## src/rtl/mips_pkg.sv

```systemverilog
// Shared types and constants for the sequential MIPS multiply/divide unit.
package mips_pkg;

  localparam int unsigned MULDIV_DATA_WIDTH = 32;
  localparam int unsigned MULDIV_CNT_WIDTH  = $clog2(MULDIV_DATA_WIDTH + 1);

  typedef enum logic [1:0] {
    OpMult  = 2'd0,
    OpMultu = 2'd1,
    OpDiv   = 2'd2,
    OpDivu  = 2'd3
  } muldiv_op_t;

  typedef enum logic [1:0] {
    StIdle = 2'd0,
    StRun  = 2'd1,
    StFix  = 2'd2
  } muldiv_state_t;

endpackage

```

## src/rtl/mips_muldiv_step.sv

```systemverilog
// One iteration of the magnitude datapath: shift-add multiply or restoring divide.
module mips_muldiv_step #(
  parameter int unsigned DATA_WIDTH = 32
) (
  input  logic                  is_div_i,
  input  logic [DATA_WIDTH-1:0] acc_hi_i,
  input  logic [DATA_WIDTH-1:0] acc_lo_i,
  input  logic [DATA_WIDTH-1:0] operand_i,
  output logic [DATA_WIDTH-1:0] acc_hi_o,
  output logic [DATA_WIDTH-1:0] acc_lo_o
);

  logic [DATA_WIDTH:0]   sum;
  logic [DATA_WIDTH:0]   rem_sh;
  logic [DATA_WIDTH+1:0] diff;

  always_comb begin
    sum    = {1'b0, acc_hi_i} + (acc_lo_i[0] ? {1'b0, operand_i} : '0);
    rem_sh = {acc_hi_i, acc_lo_i[DATA_WIDTH-1]};
    diff   = {1'b0, rem_sh} - {2'b00, operand_i};
    if (is_div_i) begin
      // Borrow out means the divisor did not fit: keep the shifted remainder.
      if (diff[DATA_WIDTH+1]) begin
        acc_hi_o = rem_sh[DATA_WIDTH-1:0];
        acc_lo_o = {acc_lo_i[DATA_WIDTH-2:0], 1'b0};
      end else begin
        acc_hi_o = diff[DATA_WIDTH-1:0];
        acc_lo_o = {acc_lo_i[DATA_WIDTH-2:0], 1'b1};
      end
    end else begin
      acc_hi_o = sum[DATA_WIDTH:1];
      acc_lo_o = {sum[0], acc_lo_i[DATA_WIDTH-1:1]};
    end
  end

endmodule

```

## src/rtl/mips_muldiv_seq.sv

```systemverilog
// Sequential MULT/MULTU/DIV/DIVU unit owning the architectural HI/LO registers.
module mips_muldiv_seq
  import mips_pkg::*;
#(
  parameter int unsigned DATA_WIDTH = 32
) (
  input  logic                  clk,
  input  logic                  rst_n,
  input  logic                  start,
  input  muldiv_op_t            op,
  input  logic [DATA_WIDTH-1:0] src_a,
  input  logic [DATA_WIDTH-1:0] src_b,
  input  logic                  mthi,
  input  logic                  mtlo,
  input  logic [DATA_WIDTH-1:0] wr_data,
  input  logic                  hilo_rd,
  input  logic                  abort,
  output logic                  busy,
  output logic                  stall,
  output logic                  done,
  output logic                  div_zero,
  output logic [DATA_WIDTH-1:0] hi,
  output logic [DATA_WIDTH-1:0] lo
);

  muldiv_state_t state_q, state_d;
  muldiv_op_t    op_q;
  logic [MULDIV_CNT_WIDTH-1:0] cnt_q;
  logic [DATA_WIDTH-1:0] acc_hi_q, acc_lo_q, divisor_q;
  logic [DATA_WIDTH-1:0] step_hi, step_lo;
  logic [DATA_WIDTH-1:0] hi_q, lo_q;
  logic neg_q, rem_neg_q, zero_q, done_q, div_zero_q;
  logic launch, fix_wr;

  logic signed_op, is_div, a_neg, b_neg;
  logic [DATA_WIDTH-1:0] a_mag, b_mag;
  logic [2*DATA_WIDTH-1:0] prod, prod_fix;
  logic [DATA_WIDTH-1:0] res_hi, res_lo;

  // Operand magnitudes are taken at issue so the iterative core is sign-agnostic.
  always_comb begin
    signed_op = (op == OpMult) || (op == OpDiv);
    a_neg     = signed_op & src_a[DATA_WIDTH-1];
    b_neg     = signed_op & src_b[DATA_WIDTH-1];
    a_mag     = a_neg ? -src_a : src_a;
    b_mag     = b_neg ? -src_b : src_b;
    is_div    = (op_q == OpDiv) || (op_q == OpDivu);
  end

  always_comb begin
    state_d = state_q;
    launch  = 1'b0;
    fix_wr  = 1'b0;
    unique case (state_q)
      StIdle: begin
        if (start && !abort) begin
          state_d = StRun;
          launch  = 1'b1;
        end
      end
      StRun: begin
        if (abort) begin
          state_d = StIdle;
        end else if (cnt_q == MULDIV_CNT_WIDTH'(DATA_WIDTH - 1)) begin
          state_d = StFix;
        end
      end
      StFix: begin
        state_d = StIdle;
        fix_wr  = !abort;
      end
      default: state_d = StIdle;
    endcase
  end

  always_ff @(posedge clk or negedge rst_n) begin
    if (!rst_n) begin
      state_q <= StIdle;
    end else begin
      state_q <= state_d;
    end
  end

  mips_muldiv_step #(
    .DATA_WIDTH(DATA_WIDTH)
  ) u_step (
    .is_div_i (is_div),
    .acc_hi_i (acc_hi_q),
    .acc_lo_i (acc_lo_q),
    .operand_i(divisor_q),
    .acc_hi_o (step_hi),
    .acc_lo_o (step_lo)
  );

  always_ff @(posedge clk or negedge rst_n) begin
    if (!rst_n) begin
      op_q      <= OpMult;
      cnt_q     <= '0;
      acc_hi_q  <= '0;
      acc_lo_q  <= '0;
      divisor_q <= '0;
      neg_q     <= 1'b0;
      rem_neg_q <= 1'b0;
      zero_q    <= 1'b0;
    end else if (launch) begin
      op_q      <= op;
      cnt_q     <= '0;
      acc_hi_q  <= '0;
      acc_lo_q  <= a_mag;
      divisor_q <= b_mag;
      neg_q     <= a_neg ^ b_neg;
      rem_neg_q <= a_neg;
      zero_q    <= (src_b == '0);
    end else if (state_q == StRun) begin
      cnt_q    <= cnt_q + 1'b1;
      acc_hi_q <= step_hi;
      acc_lo_q <= step_lo;
    end
  end

  // Sign fix-up; a zero divisor forces an all-ones quotient regardless of sign.
  always_comb begin
    prod     = {acc_hi_q, acc_lo_q};
    prod_fix = neg_q ? -prod : prod;
    if (is_div) begin
      res_hi = rem_neg_q ? -acc_hi_q : acc_hi_q;
      res_lo = zero_q ? '1 : (neg_q ? -acc_lo_q : acc_lo_q);
    end else begin
      res_hi = prod_fix[2*DATA_WIDTH-1:DATA_WIDTH];
      res_lo = prod_fix[DATA_WIDTH-1:0];
    end
  end

  always_ff @(posedge clk or negedge rst_n) begin
    if (!rst_n) begin
      hi_q       <= '0;
      lo_q       <= '0;
      done_q     <= 1'b0;
      div_zero_q <= 1'b0;
    end else begin
      done_q     <= fix_wr;
      div_zero_q <= fix_wr & is_div & zero_q;
      if (fix_wr) begin
        hi_q <= res_hi;
        lo_q <= res_lo;
      end else if (state_q == StIdle && !start) begin
        if (mthi) hi_q <= wr_data;
        if (mtlo) lo_q <= wr_data;
      end
    end
  end

  assign busy     = (state_q != StIdle);
  assign stall    = busy & (start | hilo_rd | mthi | mtlo);
  assign done     = done_q;
  assign div_zero = div_zero_q;
  assign hi       = hi_q;
  assign lo       = lo_q;

endmodule

```

## config.mk

```make
export PLATFORM = sky130hd
export DESIGN_NAME = mips_muldiv_seq
export DESIGN_NICKNAME = d
export VERILOG_FILES = /design/src/rtl/mips_pkg.sv /design/src/rtl/mips_muldiv_step.sv /design/src/rtl/mips_muldiv_seq.sv
export SDC_FILE = /design/constraint.sdc
export NUM_CORES = 1
export LEC_CHECK = 0
export ABC_AREA = 1
export CAP_MARGIN = 10
export CELL_PAD_IN_SITES_DETAIL_PLACEMENT = 1
export CELL_PAD_IN_SITES_GLOBAL_PLACEMENT = 1
export CORE_ASPECT_RATIO = 1.1
export CORE_MARGIN = 3
export CORE_UTILIZATION = 41
export DETAILED_ROUTE_END_ITERATION = 16
export PLACE_DENSITY = 0.83
export SLEW_MARGIN = 10
export SYNTH_ARGS = -nofsm -noshare
export SYNTH_HDL_FRONTEND = slang
export SYNTH_SLANG_ARGS = --single-unit
export TNS_END_PERCENT = 10
```

## constraint.sdc

```tcl
create_clock -name clk -period 3.3 [get_ports clk]
set_input_delay 0.66 -clock clk [delete_from_list [all_inputs] [get_ports clk]]
set_output_delay 0.66 -clock clk [all_outputs]
set_load 0.01 [all_outputs]
```

# Word level (Yosys, flattened, before mapping)
# Cells that the tools add are included.
[totals] ff_bits=175 in_bits=105 out_inout_bits=68 word_cells=87
[op_classes] add_sub_neg=8 n_eq_ne=8 n_mux=32 bitwise_logic=9 n_reduce_logical=17
[ops] op="two-way mux 32 bit" count=21
[ops] op="negator 32 bit" count=4
[ops] op="two-way mux 64 bit" count=1
[ops] op="negator 64 bit" count=1
[ops] op="subtractor 33 x 32 -> 34 bit" count=1
[ops] op="adder 32 x 33 -> 33 bit" count=1
[ops] op="zero test 32 bit" count=1
[ops] op="two-way mux 6 bit" count=2
[ops] op="nonzero test 2 bit" count=5
[ops] op="equality test 2 bit, second input constant" count=4
[ops] op="adder 6 x 1 -> 6 bit, second input constant" count=1
[ops] op="equality test 6 x 5 -> 1 bit, second input constant" count=1
[ops] op="two-way mux 2 bit" count=3
[ops] op="AND reduction 2 bit" count=3
[ops] op="AND 1 bit" count=5
[ops] op="zero test 2 bit" count=2
[ops] op="two-way mux 1 bit" count=4
[ops] op="case mux 2 bit (2 select lines)" count=1
[ops] op="!= test 3 bit, second input constant" count=1
[ops] op="OR 1 bit" count=3
[ops] op="equality test 2 x 1 -> 1 bit, second input constant" count=1
[ops] op="logical AND 1 bit" count=2
[ops] op="zero test 1 bit" count=2
[ops] op="logical OR 1 bit" count=2
[ops] op="other kinds (2)" count=2

# Longest topological paths before layout
[logic_depth] ltp_word=5 mapped_depth=20 ltp_nobuf=18

# Hierarchy
# From an unflattened synthesis, not the netlist that was laid out.
[hier_totals] cells_unflattened=3087 area_unflattened_um2=17917.2
[by_module_without_submodules] mod="mips_muldiv_seq" n_inst=1 cells_each=1815 area_per_inst_um2=11763.8 seq_area_each_um2=4354.2
[by_module_without_submodules] mod="mips_muldiv_step" n_inst=1 cells_each=1272 area_per_inst_um2=6153.4 seq_area_each_um2=0.0

# Worst setup path after synthesis
# Ideal clock, no wire load.
[synth_path] kind="register to register" start="register acc_lo_q[0]" end="register acc_hi_q[27]" setup_time_ns=0.117 t_arrival_ns=2.407 required_time_ns=3.183 setup_slack_ns=0.775 path_stages_with_launch=18 path_buffers=2 period_less_slack_ns=2.525 path_cell_list="dfrtp_1 > buf_2 > clkbuf_1 > nand2_1 > inv_1 > ha_1 > inv_1 > fa_1 > o21ai_1 > nand2_1 > nand2_1 > nand2_1 > nand2_1 > nand3_1 > nand3_1 > nand3_1 > nand3_1 > nand2_1"
[synth_between] elab_chain_len=5
[synth_rtl] element="from (decl)" line="mips_muldiv_seq.sv:29" text="logic [DATA_WIDTH-1:0] acc_hi_q, acc_lo_q, divisor_q;"
[synth_rtl] element="from (signal assigned)" line="mips_muldiv_seq.sv:109" text="acc_lo_q <= a_mag;"
[synth_rtl] element="from (signal assigned)" line="mips_muldiv_seq.sv:117" text="acc_lo_q <= step_lo;"
[synth_rtl] element="two-way mux 32 bit" line="mips_muldiv_step.sv:18" text="sum = {1'b0, acc_hi_i} + (acc_lo_i[0] ? {1'b0, operand_i} : '0);"
[synth_rtl] element="adder 32 x 33 -> 33 bit" line="mips_muldiv_step.sv:18"
[synth_rtl] element="two-way mux 32 bit" line="mips_muldiv_step.sv:21" text="if (is_div_i) begin"
[synth_rtl] element="two-way mux 32 bit" line="mips_muldiv_seq.sv:114" text="end else if (state_q == StRun) begin"
[synth_rtl] element="two-way mux 32 bit" line="mips_muldiv_seq.sv:105" text="end else if (launch) begin"
[synth_rtl] element="to (signal assigned)" line="mips_muldiv_seq.sv:116" text="acc_hi_q <= step_hi;"
[synth_rtl] element="to (decl)" line="mips_muldiv_seq.sv:29"
# No other way between the ends. The select of a mux whose other input is x is not followed.
# A chain may end at the register's enable or synchronous reset.

# Worst setup path after layout
[layout_path] start="register acc_lo_q[0]" end="register hi_q[6], in the netlist hi[6]"
[layout_between] elab_chain_len=4
[layout_rtl] element="negator 64 bit" line="mips_muldiv_seq.sv:124" text="prod_fix = neg_q ? -prod : prod;"
[layout_rtl] element="two-way mux 64 bit" line="mips_muldiv_seq.sv:124"
[layout_rtl] element="two-way mux 32 bit" line="mips_muldiv_seq.sv:125" text="if (is_div) begin"
[layout_rtl] element="two-way mux 32 bit" line="mips_muldiv_seq.sv:143" text="if (fix_wr) begin"
[layout_rtl] element="to (signal assigned)" line="mips_muldiv_seq.sv:144" text="hi_q <= res_hi;"
[layout_rtl] element="to (signal assigned)" line="mips_muldiv_seq.sv:147" text="if (mthi) hi_q <= wr_data;"
[layout_rtl] element="to (decl)" line="mips_muldiv_seq.sv:31" text="logic [DATA_WIDTH-1:0] hi_q, lo_q;"
# No other way between the ends.

==> results.md <==
* Placed Cells at 3684
* Die H at 222 um
* Synth Cell Area at 17400 um^2
* Die area at 45000 um^2
* Antenna Violating Nets Remaining at 0
* FF+latch count, synth at 174
* Fin crit period at 2.85 ns
* Post-route clock period utilization at 86.2%
* Clk sink count at 174
* CTS tree: built
* Commonest non-fill, non-tap cells in the layout: 911 x nand2_1, 404 x inv_1, 335 x nor2_1, 300 x nand3_1, 192 x o21ai_0
* Path type of the worst min-delay path: in -> async
* Fillers at 5810
* Register area share after synthesis at 25.0%
* Worst-Skew Late Latency at 0.48 ns
* Core Area at 41600 um^2
* Synth unique cells at 57
* Die Wd at 203 um
* Kind of critical path: reg -> reg
* P per Cell Area at 763 nW/um^2
* # rows at 78
* Clock power frac at 13.4%
* Main flop type after synthesis: dfrtp_1
* Nets at 3319
* Cell Int Power at 7110 uW
* Starting Density at 41.9%
* Routed vias/inst at 5.71
* First-pass GRT wire length at 128 mm
* Fin. max-slew vios at 0
* Final setup violation count at 0
* Routed WL per cell at 23.0 um
* Input/output buffers at 172
* Vias in the first global route at 21600
* Share of flip-flops with an asynchronous set or reset at 100%
* Yosys warns at 0
* Post-CTS Resized at 0
* Routed wire length at 85.3 mm
* DRC viols at 0
* Fmax at 351 MHz
* CP max FO at 15
* Total I/O pin count at 173
* CTS Hold Buffers Added at 0
* Clock-pin slew on the worst setup and hold paths at 0.07 ns
* 1st-iter DRT viols at 1375
* Postcts setup bufs at 0
* Least-Margin Pin Slew at 0.972 ns
* Syn Area/Cell at 5.89 um^2
* Max-cap violations at 0
* Root Driver: clkbuf_16
* Rel. slew slack at 35.1%
* CP Capture Type: flip-flop
* EDFF count, synth at 0
* CP Launch Type: flip-flop
* Largest net degree at the start of global routing at 69
* Max clock buf depth at 2
* Total gr overflow at 0
* GRT Overall Usage at 36.9%
* DPL Wire Length at 69.7 mm
* H-tree depth at 4
* Flop pwr share at 21.4%
* First-pass iteration count of the detailed router at 5
* Leakage at 0.0103 uW
* VDD IR max at 0.000519 V
* Worst Skew at 0.0144 ns
* Gate power share at 65.2%
* Sw power at 8660 uW
* Final GP Congestion at 1.01
* Final setup TNS at 0 ns
* Post-Layout Cell Count at 3714
* Antenna Cells at 0
* Critical path required time at 3.71 ns
* Most common cell after layout, fill and taps aside: nand2_1
* Status: finished clean
* Syn-to-layout area delta at 18.6%
* Switching Share at 54.9%
* Layout cells sized above 1 at 5.68%
* RSZ-0062 raised after global routing: false
* Worst EP arrival at 3.26 ns
* Cts bufs inserted at 17
* Final core utilization at 49.7%
* Cells after Synth at 2962
* Via Count at 21200
* Hold Fails Final Rpt at 0
* Synth Net Count at 3138
* Initial antenna violation count at 0
==> synth_stat cells (2+ instances only) <==
cell type	n	area, um^2
o21ai_0	192	961
xor2_1	40	350
nand3_2	5	50.1
nand3_1	300	1500
a21oi_2	2	17.5
nor3_1	29	145
nor3_4	3	48.8
nor3_2	3	30.0
xnor2_1	9	78.8
inv_2	8	30.0
or2_2	12	75.1
a22oi_1	22	165
nand4_1	45	282
o31ai_1	3	22.5
a21oi_1	147	736
nor2_1	337	1260
inv_1	404	1520
clkbuf_1	59	221
nor2_4	4	45.0
fa_1	2	40.0
a31oi_1	33	206
buf_6	4	45.0
nor2_2	10	62.6
o21bai_1	10	75.1
o21ai_2	3	26.3
buf_1	11	41.3
and3_1	2	12.5
o22ai_1	4	25.0
buf_2	14	70.1
nand3b_1	13	97.6
ha_1	69	863
o21ai_1	25	125
o211ai_1	15	113
nand2_4	2	22.5
nand2_1	911	3420
nand2_2	5	31.3
dfrtp_1	174	4350
and2_1	3	18.8
nor4_1	8	50.1
clkinv_1	3	11.3
==> metal layers <==
| metal | wire, um | up-vias | global-route usage [%] |
|---|---|---|---|
| li1 | - | 9921 | - |
| met1 | 32500 | 10300 | 41.8 |
| met2 | 41900 | 763 | 64.9 |
| met3 | 4270 | 253 | 4.44 |
| met4 | 6630 | 0 | 25.1 |
| met5 | 0 | - | 0 |
==> cell type report <==
type / count / area [um^2] / share of cell area [%]
clock inverter: 12 / 126 / 0.611
multi-input combinational: 2281 / 11100 / 53.8
tap: 560 / 701 / 3.39
timing repair buffer: 253 / 2370 / 11.5
clock buffer: 18 / 439 / 2.12
sequential: 174 / 4360 / 21.1
inverter: 416 / 1560 / 7.56
==> critical path, stage by stage (launching register included) <==
cell and delay [ns]:
dfrtp_1 0.40, buf_4 0.22, clkinv_2 0.16, ha_1 0.27, nand3_2 0.13, nor2_2 0.26, nand4_2 0.23, nor3_4 0.34
nand2_2 0.11, nand2_4 0.18, o21ai_0 0.12, nand2_1 0.08, nand3_1 0.15, nand2_1 0.11
==> kinds of logic after synthesis <==
kind of cell | share of synthesized area, %
xor gates and xnor gates | 2.46
AOI/OAI and AO/OA | 14.6
and+or+nand+nor | 41.5
buffers and inverters | 11.3
DFF | 25.0
adders and majority gates | 5.18
==> worst paths after layout <==
path | start | to | slack (ns) | cells past startpoint
worst max-delay path | acc_lo_q[0] | hi[6] | 0.45 | 13
worst min-delay path | rst_n | acc_lo_q[3] | 0.13 | 1
worst max register to register | acc_lo_q[0] | hi[6] | 0.45 | 13
worst min register to register | hi[0] | hi[0] | 0.50 | 2
max in group asynchronous | rst_n | acc_hi_q[21] | 2.36 | 2
min in group clk | hi[0] | hi[0] | 0.50 | 2
==> state kept, by name, summed over array words and instances (netlist names), 2 cells and up <==
name,count
acc_hi_q,32
lo,32
acc_lo_q,32
state_q,2
divisor_q,32
hi,32
cnt_q,6
==> through the flow <==
| step | setup slack, ns | total power (uW) | cell area [um^2] | hold WS, ns |
|---|---|---|---|---|
| 6_report | 0.454 | 15800 | 20700 | 0.135 |
| 5_1_grt | 0.333 | 16900 | 20700 | 0.160 |
| 3_3_place_gp | 0.439 | 13100 | 20100 | 0.474 |
| 4_1_cts | 0.496 | 15600 | 20700 | 0.158 |
| 2_1_floorplan | 0.775 | 9470 | 17400 | 0.364 |
| 3_5_place_dp | 0.378 | 13500 | 20100 | 0.480 |
==> power groups by stage <==
stage / logic (uW) / registers (uW) / clock network, uW
2_1_floorplan: 6170 / 3300 / 0
3_3_place_gp: 9750 / 3390 / 0
3_5_place_dp: 10000 / 3400 / 0
4_1_cts: 10100 / 3360 / 2130
5_1_grt: 11200 / 3420 / 2220
6_report: 10300 / 3380 / 2110
Power figures use the tool's default switching activity.
